File: config.mk
export PLATFORM = sky130hd
export DESIGN_NAME = tri_gen
export DESIGN_NICKNAME = d
export VERILOG_FILES = /design/src/rtl/tri_gen.sv
export SDC_FILE = /design/constraint.sdc
export NUM_CORES = 1
export LEC_CHECK = 0
export ABC_AREA = 1
export ABC_CLOCK_PERIOD_IN_PS = 2050
export CORE_ASPECT_RATIO = 0.7
export CORE_MARGIN = 2
export CORE_UTILIZATION = 42
export CTS_CLUSTER_SIZE = 28
export DETAILED_ROUTE_END_ITERATION = 7
export PLACE_DENSITY = 0.75
export SLEW_MARGIN = 20
export SYNTH_ARGS = -nofsm -noshare
export SYNTH_HDL_FRONTEND = slang
export SYNTH_SLANG_ARGS = --single-unit
File: constraint.sdc
create_clock -name clk -period 2.05 [get_ports clk]
set_clock_uncertainty 0.1 [all_clocks]
set_input_delay 0.41 -clock clk [delete_from_list [all_inputs] [get_ports clk]]
set_output_delay 0.41 -clock clk [all_outputs]
set_load 0.01 [all_outputs]
File: src/rtl/tri_gen.sv
// Free-running 9-bit triangle-wave generator: ramp up, hold at PEAK, ramp down, hold at 0.
// Hold plateaus and their counter exist only when TRI_GEN_HOLD_EN is defined.
//
// state    | meaning
// ---------+--------------------------------------------------
// RISE     | d_out climbs by STEP, clamped to PEAK
// TOP_HOLD | d_out parked at PEAK for HOLD_TOP cycles
// FALL     | d_out drops by STEP, clamped to 0
// BOT_HOLD | d_out parked at 0 for HOLD_BOT cycles
module tri_gen #(
    parameter int unsigned PEAK     = 299,
    parameter int unsigned STEP     = 1,
    parameter int unsigned HOLD_TOP = 200,
    parameter int unsigned HOLD_BOT = 200
) (
    input  logic       clk,
    input  logic       res,
    output logic [8:0] d_out
);

    if (PEAK < 1 || PEAK > 511) begin : g_bad_peak
        $fatal(1, "tri_gen: PEAK must be in 1..511");
    end
    if (STEP < 1 || STEP > PEAK) begin : g_bad_step
        $fatal(1, "tri_gen: STEP must be in 1..PEAK");
    end
    if (HOLD_TOP > 65536 || HOLD_BOT > 65536) begin : g_bad_hold
        $fatal(1, "tri_gen: hold lengths must fit the 16-bit hold counter");
    end

    localparam logic [9:0] PEAK_W = 10'(PEAK);
    localparam logic [9:0] STEP_W = 10'(STEP);

`ifdef TRI_GEN_HOLD_EN
    typedef enum logic [1:0] {RISE, TOP_HOLD, FALL, BOT_HOLD} state_t;

    localparam logic [15:0] TOP_LAST = (HOLD_TOP == 0) ? 16'd0 : 16'(HOLD_TOP - 1);
    localparam logic [15:0] BOT_LAST = (HOLD_BOT == 0) ? 16'd0 : 16'(HOLD_BOT - 1);

    logic [15:0] cnt;
    logic [15:0] cnt_nxt;
`else
    typedef enum logic {RISE, FALL} state_t;
`endif

    state_t      state;
    state_t      state_nxt;
    logic [8:0]  d_nxt;
    logic [9:0]  sum;

    always_comb begin
        sum       = {1'b0, d_out} + STEP_W;
        state_nxt = state;
        d_nxt     = d_out;
`ifdef TRI_GEN_HOLD_EN
        cnt_nxt   = cnt;
`endif
        case (state)
            RISE: begin
                if (sum >= PEAK_W) begin
                    d_nxt = PEAK_W[8:0];
`ifdef TRI_GEN_HOLD_EN
                    cnt_nxt   = '0;
                    state_nxt = (HOLD_TOP == 0) ? FALL : TOP_HOLD;
`else
                    state_nxt = FALL;
`endif
                end else begin
                    d_nxt = sum[8:0];
                end
            end
            FALL: begin
                if ({1'b0, d_out} <= STEP_W) begin
                    d_nxt = '0;
`ifdef TRI_GEN_HOLD_EN
                    cnt_nxt   = '0;
                    state_nxt = (HOLD_BOT == 0) ? RISE : BOT_HOLD;
`else
                    state_nxt = RISE;
`endif
                end else begin
                    d_nxt = d_out - STEP_W[8:0];
                end
            end
`ifdef TRI_GEN_HOLD_EN
            TOP_HOLD: begin
                if (cnt == TOP_LAST) begin
                    cnt_nxt   = '0;
                    state_nxt = FALL;
                end else begin
                    cnt_nxt = cnt + 16'd1;
                end
            end
            BOT_HOLD: begin
                if (cnt == BOT_LAST) begin
                    cnt_nxt   = '0;
                    state_nxt = RISE;
                end else begin
                    cnt_nxt = cnt + 16'd1;
                end
            end
`endif
            default: state_nxt = RISE;
        endcase
    end

    always_ff @(posedge clk) begin
        if (res) begin
            state <= RISE;
            d_out <= '0;
`ifdef TRI_GEN_HOLD_EN
            cnt   <= '0;
`endif
        end else begin
            state <= state_nxt;
            d_out <= d_nxt;
`ifdef TRI_GEN_HOLD_EN
            cnt   <= cnt_nxt;
`endif
        end
    end

endmodule

==> results.py, run 1 <==
metrics = {
    "outcome": {
        "status": "complete, no violations",
    },
    "floorplanning": {
        "die_height_um": 40.6,
        "start_util_pct": 43.8,
        "rows": 13,
        "ios": 11,
        "coreArea_um2": 1840,
        "dieArea_um2": 2290,
        "die_x_um": 56.4,
    },
    "cts": {
        "clkSinkCount": 10,
        "ctsResizeCount": 0,
        "clkTransAtPathRegs_ns": 0.07,
        "clk_path_buf_depth": 2,
        "cts_buffers": 3,
        "insertion_delay_ns": 0.27,
        "holdBufCountCts": 0,
        "cts_root_buf": "clkbuf_4",
        "htree_num_levels": 1,
        "cts_tree": "built",
        "postCtsSetupRepairBufs": 0,
    },
    "yosys": {
        "synthesis.nets": 135,
        "synthXorXnorAreaFrac_pct": 7.61,
        "synth-compound-area-share_pct": 11.8,
        "synth_top_family_by_area": "simple AND/OR/NAND/NOR gates",
        "seq_area_frac_synth_pct": 24.8,
        "muxShareOfSynthArea_pct": 0,
        "synth_seq_cells": 10,
        "yosysTopAreaCell": "dfxtp_1",
        "avgSynthCellArea_um2": 6.25,
        "yosys_warnings": 0,
        "synth.area.top_cells": "dfxtp_1, nand2_1, a21oi_1",
        "synth.distinct_cells": 21,
        "synthAdderAreaFrac_pct": 6.21,
        "syn-instance-count": 129,
        "syn_area_um2": 806,
        "yosys.area_share.simple_pct": 39.6,
        "synth_top_cell_area_share_pct": 24.8,
    },
    "power": {
        "irDropWorstVdd_uv": 273,
        "p_leak_nw": 0.418,
        "p_per_area_nw_per_um2": 466,
        "p_total_w": 0.000436,
    },
    "sta": {
        "drv_slew": 0,
        "setup_viol": 0,
        "rsz0062_at_grt": "no",
        "period_share_pct": 92.1,
        "period_minus_slack_ns": 1.89,
        "setup_tns_ns": 0,
        "max_slew_margin_pct": 74.0,
        "fmax_ghz": 0.529,
        "worst_pin_slew_ns": 0.388,
        "hold_viol_final": 0,
    },
    "routing": {
        "vias": 828,
        "vias_per_cell": 5.14,
        "post-route-drc-count": 0,
        "wl_per_cell_um": 11.7,
        "drt-pass1-iter-count": 4,
        "dr.first_iter.drc_count": 35,
        "wirelength_um": 1880,
        "ant_nets": 0,
    },
    "place": {
        "dp_hpwl_um": 1430,
        "gp_congestion": 0.953,
        "portBuffers": 10,
    },
    "worst_setup_path": {
        "cp_data_required_time_ns": 1.54,
        "critical-path-top-delay-family": "buffers and inverters",
        "path_max_fanout": 8,
        "ff2ff_setup_slack_ns": 0.25,
        "arrival_ns": 1.38,
        "slowest_stage": "clkdlybuf4s50_1",
        "crit_chain": "clkdlybuf4s50_1",
        "critical_path_class": "register to output port",
        "r2r_start": "d_out[1]",
        "cp_slowest_stage_delay_ns": 0.60,
        "crit_path_end_kind": "output port",
        "cp.buffers_inverters": 1,
        "cp-startpoint": "d_out[2]",
        "crit_path_start_kind": "register",
    },
    "final_layout": {
        "num-fill-cells": 180,
        "fin_nets": 147,
        "multi_input_area_um2": 526,
        "seq_area_um2": 200,
        "drive_gt1_share_pct": 9.35,
        "antenna_cells": 0,
        "synthToLayoutAreaGrowth_pct": 16.1,
    },
    "global_route": {
        "grt_pass1_wl_um": 3040,
        "grt_max_degree": 11,
        "grt_pass1_vias": 668,
        "track_usage_pct": 18.5,
        "antenna_found_initial": 0,
        "overflow": 0,
    },
    "min_path": {
        "hp-start": "d_out[0]",
        "min_path_type": "register to register",
    },
    "job": {
        "drv_cap": 0,
    },
}
-- cells in the mapped netlist --
| library cell | instances |
|---|---|
| nor2_2 | 1 |
| nand4_1 | 3 |
| xor2_1 | 6 |
| xnor2_1 | 1 |
| nor3_1 | 2 |
| buf_1 | 1 |
| inv_2 | 2 |
| o21bai_1 | 2 |
| nand3_1 | 8 |
| nor2_1 | 10 |
| buf_6 | 1 |
| dfxtp_1 | 10 |
| buf_2 | 1 |
| nand3_2 | 2 |
| ha_1 | 4 |
| a21oi_1 | 14 |
| o21ai_0 | 2 |
| nand2_1 | 40 |
| nor2_4 | 1 |
| inv_1 | 14 |
| nand2_2 | 4 |
-- layout by cell type, fill, tap and decap left out --
cell type        instances
nand2_1                 40
inv_1                   14
a21oi_1                 14
nor2_1                  10
dfxtp_1                 10
clkdlybuf4s50_1         10
nand3_1                  8
xor2_1                   6
nand2_2                  4
ha_1                     4
nand4_1                  3
clkbuf_4                 3
nand3_2                  2
o21bai_1                 2
inv_2                    2
o21ai_0                  2
nor3_1                   2
nor2_4                   1
nor2_2                   1
xnor2_1                  1
-- stage by stage --
step	hold WS [ns]	utilization, %	worst slack (ns)	area, µm²	instances
final	0.468	50.9	0.161	936	161
after global routing	0.502	50.9	0.0992	936	161
after CTS	0.477	50.9	0.161	936	161
after detailed placement	0.458	49.7	0.286	913	158
after global placement	0.412	49.7	0.344	913	158
after floorplan	0.435	-	0.471	806	129
-- routing by layer --
layer / GRT usage (%) / up-vias / wire length [µm]
met2: 29.7 / 33 / 779
met4: 5.36 / 0 / 0
met3: 5.68 / 0 / 140
met1: 24.7 / 363 / 958
li1: - / 432 / -
met5: 0 / - / 0
-- cell families (layout without fill, tap and decap cells) --
group / after synthesis / in the layout
fa+ha+maj: 4 / 4
flops: 10 / 10
simple gates: 71 / 71
buf+inv: 19 / 29
xor+xnor: 7 / 7
compound gates: 18 / 18
-- flip-flops by register name, indices dropped and copies added, names as in the netlist --
name,cells
state,1
d_out,9
-- path summary, 6_finish.rpt --
| path | endpoint | depth (start not counted) |
|---|---|---|
| worst min register to register | d_out[0] | 1 |
| worst max register to register | d_out[7] | 9 |
| worst max-delay path | d_out[2] | 1 |
| worst min-delay path | d_out[0] | 1 |
-- cell type report --
class / instances / share of cell area [%]
Multi-Input combinational cell: 100 / 56.1
Sequential cell: 10 / 21.4
Timing Repair Buffer: 10 / 10.7
Inverter: 16 / 6.42
Tap cell: 22 / 2.94
Clock buffer: 3 / 2.41
-- report_power, final --
group	switching, W	total [W]	internal (W)	leakage (nW)
clock	0.0000731	0.000141	0.0000680	0.0138
combinational	0.0000473	0.0000844	0.0000371	0.323
sequential	0.0000109	0.000210	0.000199	0.0812
total	0.000131	0.000436	0.000305	0.418
(Power assumes the default switching activity.)
==> run 2: changes to the inputs <==
CORE_UTILIZATION = 35   (was 42)
PLACE_DENSITY = 0.66   (was 0.75)
==> run 2 against run 1 <==
  * Critical path depth unchanged
  * Clock power increased by 31%
  * Sequential share of layout area decreased by 0.48 points
  * Utilization decreased by 6.6 points
  * First-iteration DRC count increased by 54%
  * Critical endpoint is now d_out[3]
  * Largest cell class unchanged
==> results.py, run 2 (synthesis gave the netlist of run 1 again) <==
metrics = {
    "outcome": {
        "status": "complete, no violations",
    },
    "power": {
        "irDropWorstVdd_uv": 291,
        "p_leak_nw": 0.425,
        "p_total_w": 0.000481,
        "p_per_area_nw_per_um2": 500,
    },
    "sta": {
        "hold_viol_final": 0,
        "setup_tns_ns": 0,
        "drv_slew": 0,
        "setup_viol": 0,
        "worst_pin_slew_ns": 0.394,
        "period_minus_slack_ns": 1.89,
        "period_share_pct": 92.3,
        "rsz0062_at_grt": "no",
        "fmax_ghz": 0.528,
        "max_slew_margin_pct": 73.7,
        "holdWs_ns": 0.439,
    },
    "floorplanning": {
        "start_util_pct": 37.1,
        "ios": 11,
        "coreArea_um2": 2170,
        "rows": 14,
        "dieArea_um2": 2710,
        "die_x_um": 61.4,
        "die_height_um": 44.1,
    },
    "routing": {
        "wl_per_cell_um": 11.2,
        "ant_nets": 0,
        "wirelength_um": 1920,
        "vias": 796,
        "vias_per_cell": 4.63,
        "post-route-drc-count": 0,
        "drt-pass1-iter-count": 4,
        "dr.first_iter.drc_count": 54,
    },
    "worst_setup_path": {
        "cp.buffers_inverters": 1,
        "critical-path-top-delay-family": "buffers and inverters",
        "critical_path_class": "register to output port",
        "crit_path_end_kind": "output port",
        "slowest_stage": "clkdlybuf4s50_1",
        "cp_slowest_stage_delay_ns": 0.60,
        "arrival_ns": 1.38,
        "path_max_fanout": 7,
        "crit_path_start_kind": "register",
        "crit_chain": "clkdlybuf4s50_1",
        "cp_data_required_time_ns": 1.54,
    },
    "cts": {
        "ctsResizeCount": 0,
        "htree_num_levels": 1,
        "clk_path_buf_depth": 2,
        "postCtsSetupRepairBufs": 0,
        "clkTransAtPathRegs_ns": 0.07,
        "cts_tree": "built",
        "insertion_delay_ns": 0.27,
        "cts_buffers": 3,
        "cts_root_buf": "clkbuf_4",
        "holdBufCountCts": 0,
        "clkSinkCount": 10,
    },
    "global_route": {
        "grt_pass1_vias": 703,
        "antenna_found_initial": 0,
        "overflow": 0,
        "track_usage_pct": 16.6,
        "grt_max_degree": 11,
        "grt_pass1_wl_um": 3240,
    },
    "final_layout": {
        "drive_gt1_share_pct": 10.7,
        "num-fill-cells": 252,
        "utilization_pct": 44.4,
        "mostFrequentLayoutCells": "nand2_1, inv_1, a21oi_1",
        "reg_top3": "d_out x9, state x1",
        "top_register": "d_out",
        "antenna_cells": 0,
        "largest_reg_flops": 9,
        "synthToLayoutAreaGrowth_pct": 19.6,
        "fin_nets": 147,
        "final_common_cell": "nand2_1",
    },
    "place": {
        "gp_congestion": 0.868,
        "dp_hpwl_um": 1530,
        "portBuffers": 10,
    },
    "job": {
        "drv_cap": 0,
    },
    "min_path": {
        "min_path_type": "register to register",
    },
}
run 2: changes by cell type in the layout (fill, tap and decap cells not counted):
cell,delta
dfxtp_2,+1
clkbuf_8,+1
dfxtp_1,-1
run 2: layout make-up:
type	count	area, µm²	area share [%]
tap	32	40.0	4.16
clock buffer	4	36.3	3.77
timing repair buffer	10	100	10.4
multi-input combinational	100	526	54.5
sequential	10	201	20.9
inverter	16	60.1	6.23
run 2: through the flow:
| step | setup WS, ns | instances | instance area [µm²] |
|---|---|---|---|
| final | 0.157 | 172 | 963 |
| after global routing | 0.0712 | 172 | 963 |
| after CTS | 0.154 | 172 | 962 |
| after detailed placement | 0.288 | 168 | 926 |
| after global placement | 0.330 | 168 | 926 |
| after floorplan | 0.471 | 129 | 806 |
run 2: path summary, 6_finish.rpt:
path            start        to  slack [ns]  depth (start not counted)
max          d_out[3]  d_out[3]        0.16                          1
min          d_out[0]  d_out[0]        0.44                          1
max reg2reg  d_out[0]  d_out[4]        0.33                          9
min reg2reg  d_out[0]  d_out[0]        0.44                          1
run 2: where the power goes:
part	internal [W]	switching [W]	total (W)
Sequential	0.000200	0.0000104	0.000210
Combinational	0.0000372	0.0000486	0.0000858
Clock	0.000108	0.0000773	0.000185
run 2: routing by layer:
metal / share of wire (%) / GRT usage, % / wire [µm] / up-vias
met5: 0 / 0 / 0 / -
met4: 0 / 2.55 / 0 / 0
li1: - / - / - / 429
met3: 4.2 / 6.14 / 81 / 0
met1: 57 / 26.6 / 1100 / 353
met2: 39 / 21.1 / 743 / 14
==> run 3: changes to the inputs <==
CTS_CLUSTER_DIAMETER = 50   (was not set)
==> results of run 3 <==
The final DEF is identical to that of run 2; final timing and power are the same.
